==> src/rtl/riscv.sv <==
// Core-wide architectural constants shared by the frontend blocks.
package riscv;

  localparam int unsigned VLEN = 64;

endpackage

==> src/rtl/ariane_pkg.sv <==
// Frontend types and branch-predictor counter encodings.
package ariane_pkg;

  typedef struct packed {
    logic                   valid;
    logic [riscv::VLEN-1:0] pc;
    logic                   taken;
  } bht_update_t;

  localparam logic [1:0] BHT_SNT = 2'b00;
  localparam logic [1:0] BHT_WNT = 2'b01;
  localparam logic [1:0] BHT_WT  = 2'b10;
  localparam logic [1:0] BHT_ST  = 2'b11;

endpackage

==> src/rtl/bht_sat_ctr2.sv <==
// Two-bit saturating counter next-value function; shared with the BTB hysteresis logic.
module bht_sat_ctr2
  import ariane_pkg::*;
(
  input  logic [1:0] ctr_i,
  input  logic       taken_i,
  output logic [1:0] ctr_n_o
);

  always_comb begin
    ctr_n_o = ctr_i;
    if (taken_i) begin
      if (ctr_i != BHT_ST) ctr_n_o = ctr_i + 2'd1;
    end else begin
      if (ctr_i != BHT_SNT) ctr_n_o = ctr_i - 2'd1;
    end
  end

endmodule

==> src/rtl/bht_counter_table.sv <==
// PC-indexed table of 2-bit direction counters, cleared by a one-entry-per-cycle walk.
module bht_counter_table
  import ariane_pkg::*;
#(
  parameter int unsigned NR_ENTRIES       = 64,
  parameter int unsigned INSTR_ALIGN_BITS = 1
) (
  input  logic                   clk_i,
  input  logic                   rst_i,
  input  logic                   flush_bp_i,
  input  logic                   debug_mode_i,
  input  logic [riscv::VLEN-1:0] vpc_i,
  input  bht_update_t            bht_update_i,
  output logic                   pred_valid_o,
  output logic                   pred_taken_o,
  output logic                   init_busy_o
);

  localparam int unsigned IdxW = $clog2(NR_ENTRIES);
  localparam logic [IdxW-1:0] LastIdx = IdxW'(NR_ENTRIES - 1);

  typedef enum logic [0:0] {StInit, StReady} state_e;

  state_e          state_q, state_d;
  logic [IdxW-1:0] init_idx_q, init_idx_d;
  logic [1:0]      ctr_q [NR_ENTRIES];

  logic [IdxW-1:0] pred_idx;
  logic [IdxW-1:0] upd_idx;
  logic [1:0]      upd_ctr_n;

  logic            ctr_we;
  logic [IdxW-1:0] ctr_waddr;
  logic [1:0]      ctr_wdata;

  assign pred_idx = vpc_i[INSTR_ALIGN_BITS +: IdxW];
  assign upd_idx  = bht_update_i.pc[INSTR_ALIGN_BITS +: IdxW];

  // Only the index slice of each PC matters; aliasing is accepted.
  logic unused_pc;
  assign unused_pc = ^{vpc_i, bht_update_i.pc};

  bht_sat_ctr2 u_sat_ctr (
    .ctr_i   (ctr_q[upd_idx]),
    .taken_i (bht_update_i.taken),
    .ctr_n_o (upd_ctr_n)
  );

  always_comb begin
    state_d    = state_q;
    init_idx_d = init_idx_q;
    ctr_we     = 1'b0;
    ctr_waddr  = upd_idx;
    ctr_wdata  = upd_ctr_n;

    unique case (state_q)
      StInit: begin
        ctr_we     = 1'b1;
        ctr_waddr  = init_idx_q;
        ctr_wdata  = BHT_WNT;
        init_idx_d = init_idx_q + IdxW'(1);
        if (init_idx_q == LastIdx) state_d = StReady;
        if (flush_bp_i) begin
          init_idx_d = '0;
          state_d    = StInit;
        end
      end
      StReady: begin
        if (flush_bp_i) begin
          state_d    = StInit;
          init_idx_d = '0;
        end else if (bht_update_i.valid && !debug_mode_i) begin
          ctr_we = 1'b1;
        end
      end
      default: begin
        state_d    = StInit;
        init_idx_d = '0;
      end
    endcase
  end

  always_ff @(posedge clk_i) begin
    if (rst_i) begin
      state_q    <= StInit;
      init_idx_q <= '0;
    end else begin
      state_q    <= state_d;
      init_idx_q <= init_idx_d;
    end
  end

  // Counter storage has no reset of its own; the walk is the only clear path.
  always_ff @(posedge clk_i) begin
    if (ctr_we && !rst_i) ctr_q[ctr_waddr] <= ctr_wdata;
  end

  // Outputs are forced to the clearing values while reset is asserted.
  assign init_busy_o  = (state_q == StInit) || rst_i;
  assign pred_valid_o = (state_q == StReady) && !rst_i;
  assign pred_taken_o = pred_valid_o && ctr_q[pred_idx][1];

endmodule
==> config.mk <==
export PLATFORM = sky130hd
export DESIGN_NAME = bht_counter_table
export DESIGN_NICKNAME = d
export VERILOG_FILES = /design/src/rtl/riscv.sv /design/src/rtl/ariane_pkg.sv /design/src/rtl/bht_sat_ctr2.sv /design/src/rtl/bht_counter_table.sv
export SDC_FILE = /design/constraint.sdc
export NUM_CORES = 1
export LEC_CHECK = 0
export CAP_MARGIN = 30
export CORE_ASPECT_RATIO = 0.9
export CORE_MARGIN = 2
export CORE_UTILIZATION = 51
export CTS_BUF_LIST = sky130_fd_sc_hd__clkbuf_16
export CTS_CLUSTER_SIZE = 25
export DETAILED_ROUTE_END_ITERATION = 8
export GPL_ROUTABILITY_DRIVEN = 0
export PLACE_DENSITY = 0.8
export SYNTH_ARGS = -nofsm -noshare
export SYNTH_HDL_FRONTEND = slang
export SYNTH_HIERARCHICAL = 1
export SYNTH_SLANG_ARGS = --single-unit
==> constraint.sdc <==
create_clock -name clk_i -period 5.1 [get_ports clk_i]
set_input_delay 1.02 -clock clk_i [delete_from_list [all_inputs] [get_ports clk_i]]
set_output_delay 1.02 -clock clk_i [all_outputs]
set_load 0.05 [all_outputs]
# --- Word-level counts from Yosys, hierarchy flattened ---
# Memories as Yosys holds them, arrays and structs flattened.
# Index checks and enable logic that the tools add are counted.
totals:
  reg_bits: 7
  latchBits: 0
  ram_bits: 128
  mem_bits_ro: 0
  inputBits: 134
  out_inout_bits: 3
  memories: 1
classes:
  addsub: 3
  n_mul: 0
  div_mod_pow: 0
  order_cmp: 0
  n_eq_ne: 3
  n_shift: 0
  muxes: 17
  n_bitwise: 1
  n_reduce_logical: 8
memory_table:
  columns: ["memory", "words", "width", "read_ports", "rd_clocked_by_memory_dff", "write_ports", "line_no", "text"]
  rows:
  - ["ctr_q", 64, 2, 2, 0, 1, "bht_counter_table.sv:26", "logic [1:0] ctr_q [NR_ENTRIES];"]
ops:
  columns: ["cell", "count"]
  rows:
  - ["two-way mux 6 bit", 3]
  - ["case mux 6 bit (2 select lines)", 1]
  - ["two-way mux 2 bit", 4]
  - ["two-way mux 1 bit", 7]
  - ["adder 6 x 1 -> 6 bit, second input constant", 1]
  - ["== test 6 bit, second input constant", 1]
  - ["logical AND 1 bit", 4]
  - ["!= test 2 bit, second input constant", 2]
  - ["case mux 1 bit (2 select lines)", 2]
  - ["adder 2 x 1 -> 2 bit, second input constant", 1]
  - ["logical NOT 1 bit", 2]
  - ["nonzero test 2 bit", 1]
  - ["subtractor 2 x 1 -> 2 bit, second input constant", 1]
  - ["logical OR 1 bit", 1]
  - ["NOT 1 bit", 1]

# --- Longest topological paths before layout ---
depth:
  depth_word: 8
  depth_mapped: 11

# --- By module ---
# Netlist, hierarchy kept.
modules_own_cells:
  columns: ["module", "n_inst", "cells_each", "area_per_inst_um2", "seq_area_each_um2"]
  rows:
  - ["bht_counter_table", 1, 417, 6328.6, 3983.8]
  - ["bht_sat_ctr2", 1, 3, 26.3, 0.0]

# --- Least setup slack after synthesis ---
# OpenSTA, ideal clock, no wires.
synth_path:
  path_kind: "input -> output"
  from: "in vpc_i[2] (netlist bit)"
  to: "out pred_taken_o"
  arrival_ps: 3138
  path_slack_ps: 942
  cell_stages: 7
  cell_sequence: "buf_2 -> buf_2 -> mux4_2 -> nor2_1 -> nor3_1 -> nor4_1 -> o31ai_1"
synth_via:
  elab_chain_len: 2
synth_rtl:
  columns: ["element", "line_no", "text"]
  rows:
  - ["start: declaration", "bht_counter_table.sv:12", "input logic [riscv::VLEN-1:0] vpc_i,"]
  - ["memory read (64 x 2 bit)", null, null]
  - ["logical AND 1 bit", "bht_counter_table.sv:101", "assign pred_taken_o = pred_valid_o && ctr_q[pred_idx][1];"]
  - ["end: declaration", "bht_counter_table.sv:15", "output logic pred_taken_o,"]
# No other way between the ends.

# --- Worst setup path in the final report ---
layout_path:
  from: "in vpc_i[1] (netlist bit)"
  to: "out pred_taken_o"
# Same word-level chain as after synthesis.

==> summary.md <==
| Metric | Value |
|---|---|
| Outcome | `finished, final reports clean` |
| Worst-path cell chain | `clkdlybuf4s50_1 -> mux4_2 -> mux2i_1 -> nor3_1 -> nor4_1 -> o31ai_1 -> buf_4` |
| Max Fclk | `220 MHz` |
| Root buf cell | `clkbuf_16` |
| Fin area | `7270 sq um` |
| Tcrit/Tclk final | `0.890` |
| Sw Ratio | `0.213` |
| Crit path max-delay family | `buffers and inverters` |
| DRT antenna net count | `0` |
| CP max FO | `8` |
| Setup crit start kind | `primary input` |
| Psw | `0.517 mW` |
| Vias in the first global route | `3,994` |
| Total gr overflow | `0` |
| Clock slew seen by the registers of the worst setup and hold paths | `0.05 ns` |
| Crit Path Class | `primary input to output pin` |
| DP Wirelength | `9420 um` |
| Count of final setup violators | `0` |
| Yosys Warn Count | `6` |
| Setup crit end kind | `output pin` |
| Die X | `122 um` |
| Lkg Pwr | `2.30 nW` |
| Residual DRC | `0` |
| Die Ht | `110 um` |
| Clock Skew | `0.0124 ns` |
| Setup bufs post-CTS | `0` |
| DP Cell Count | `587` |
| GRT Overall Usage | `0.235` |
| Number of synthesized flops with an enable pin | `128` |
| Dpl ws | `0.594 ns` |
| Final hold violations | `0` |
| Clk pwr share | `0.455` |
| Ant. Diodes | `0` |
| Via count | `3,944` |
| Combinational power share | `0.052` |
| Area delta synth->final | `14.4%` |
| Max IR drop VDD | `0.221 mV` |
| Area share of the largest cell type after synthesis | `0.605` |
| Share of layout cells above drive strength 1 | `0.187` |
| Leading post-synthesis cells by cell area | `edfxtp_1 (60%), mux4_2 (11%), mux4_1 (5.0%)` |
| Worst Hold Class | `register to register` |
| Iteration-0 DRC Markers | `560` |
| Flop pwr share | `0.493` |
| Dpl cell area | `6730 sq um` |
| Final nets | `581` |
| Critical-path top delay cell | `clkdlybuf4s50_1` |
| Placement row count | `38` |
| Sequential cell area fraction in the yosys report | `0.627` |
| Clock H-tree levels | `4` |
| Critical path arrival | `3.52 ns` |
| Vias per inst | `6.37` |
| Worst hold start | `init_idx_q[0]$_SDFFE_PP0P_` |
| Cell count after synthesis | `420` |
| Max-Cap Viols | `0` |
| Total CTS buffers | `17` |
| Die ar. | `13,400 sq um` |
| Final setup margin | `0.561 ns` |
| RSZ-0062 raised after global routing | `no` |
| Post-synthesis register bit count | `135` |
| Avg Inst Size Synth | `15.1 sq um` |
| Largest area contributor in the netlist | `edfxtp_1` |
| Max incr delay on CP | `0.88 ns` |
| Fin. max-slew vios | `0` |
| Synthesized area | `6350 sq um` |
| Number of I/O port buffers | `20` |
| TNS Setup | `0 ns` |
| CP Launch Point | `vpc_i[1]` |
| Clock Tree Buf Depth | `2` |
| CTS tree | `done` |
| R2R Path Start | `ctr_q[5][1]$_DFFE_PP_` |
| Detailed-routing iteration count for the pre-antenna-repair pass | `7` |
| CP Buf/Inv Count | `2` |
| Worst-Margin Slew | `0.714 ns` |
| Antenna violations before repair | `0` |
| Fin crit period | `4.54 ns` |
| Syn_nets | `555` |
| I/O pins | `137` |
| Hold-fix buffers, CTS | `0` |
| Post_cts resized | `0` |
| Max-Slew Margin vs Limit | `0.523` |
| Fin util | `0.600` |
| Int Pwr | `1.92 mW` |
| First-pass GRT wire length | `22,400 um` |
| Synth unique cells | `46` |
| Non-Filler Instances | `619` |
| Largest net degree at the start of global routing | `45` |
| Total Wirelength | `14,600 um` |
| Initial cell density of the core | `0.524` |
| Ys async rst share | `0` |
| Dominant synthesized flop cell | `edfxtp_1` |
| Core box area | `12,100 sq um` |
| CTS sink count | `135` |
| Worst Path Required | `4.08 ns` |
| WL/cell | `23.6 um` |
| Worst skew pair latency | `0.42 ns` |
| Cell Pwr Density | `334 nW/um^2` |
==> kinds of logic (layout without fill, tap and decap cells) <==
family          Yosys count  in the layout  synth area share
flops                   135            135             0.627
simple gates            153            153             0.108
fa+ha+maj                 3              3           0.00551
compound gates           31             31            0.0325
buf+inv                  28             67            0.0224
mux                      66             66             0.199
xor+xnor                  4              4           0.00551
==> sequential cells by signal (all words and copies together) (netlist names) <==
register and flops:
ctr_q 128, init_idx_q 6, state_q 1
==> cell usage after synthesis (2+ instances only) <==
cell,number
edfxtp_1,128
nor2_1,82
mux4_2,32
nand2_1,24
mux2i_1,13
mux4_1,12
nand3_1,11
clkbuf_1,10
mux2_2,9
nand2b_1,8
o21ai_0,8
dfxtp_1,7
nor3_1,7
inv_1,6
buf_2,5
nand3b_1,5
nor2b_1,5
o22ai_1,5
a21oi_1,3
o31ai_1,3
xor2_1,3
a2111oi_0,2
a311oi_1,2
a31oi_1,2
and2_1,2
buf_1,2
buf_4,2
maj3_2,2
nor4_1,2
o211ai_1,2
==> cell type report <==
type / instances / area (sq um)
well taps: 160 / 200
repair buffers: 28 / 290
clock inverters: 15 / 114
clock buffers: 17 / 425
multi-input cells: 257 / 2230
inverters: 7 / 26.3
fillers: 890 / 4850
flip-flops and latches: 135 / 3980
==> power groups by stage <==
stage / Sequential [mW] / Clock, mW / Combinational (mW)
6_report: 1.20 / 1.11 / 0.127
5_1_grt: 1.20 / 1.17 / 0.134
4_1_cts: 1.20 / 1.12 / 0.126
3_5_place_dp: 1.22 / 0 / 0.125
3_3_place_gp: 1.22 / 0 / 0.123
2_1_floorplan: 1.22 / 0 / 0.0849
==> cell usage in the layout (no fill, tap or decap), drive strengths merged, types with 9 or more instances in the layout <==
master and count:
buf 10, clkbuf 17, clkdlybuf4s50 18, edfxtp 128
mux2 9, mux2i 13, mux4 44, nand2 24
nand3 11, nor2 82, o21ai 9
==> layer usage <==
metal / up-vias / track usage / share of wire
li1: 1703 / - / -
met1: 1974 / 0.302 / 0.39
met2: 231 / 0.382 / 0.50
met3: 36 / 0.0529 / 0.082
met4: 0 / 0.114 / 0.030
met5: - / 0 / 0
==> stage by stage <==
step / power, mW / hold WS (ns)
floorplan: 1.31 / 0.481
detailed placement: 1.35 / 0.507
CTS: 2.44 / 0.514
global route: 2.50 / 0.550
global placement: 1.34 / 0.490
finish: 2.43 / 0.519
==> worst register-to-register path, stage by stage, from the launching register on <==
cell,delay (ns)
edfxtp_1,0.41
mux4_1,0.53
mux4_2,0.47
o22ai_1,0.20
o21ai_0,0.17
maj3_2,0.34
and2_2,0.35
buf_12,0.25
==> final timing paths <==
| path | endpoint | cells past startpoint | slack (ns) |
|---|---|---|---|
| max reg2reg | ctr_q[6][1]$_DFFE_PP_ | 7 | 2.08 |
| min | init_idx_q[0]$_SDFFE_PP0P_ | 2 | 0.52 |
| max | pred_taken_o | 7 | 0.56 |
| min reg2reg | init_idx_q[0]$_SDFFE_PP0P_ | 2 | 0.52 |
Note: power is estimated with default switching activity, not from simulation.
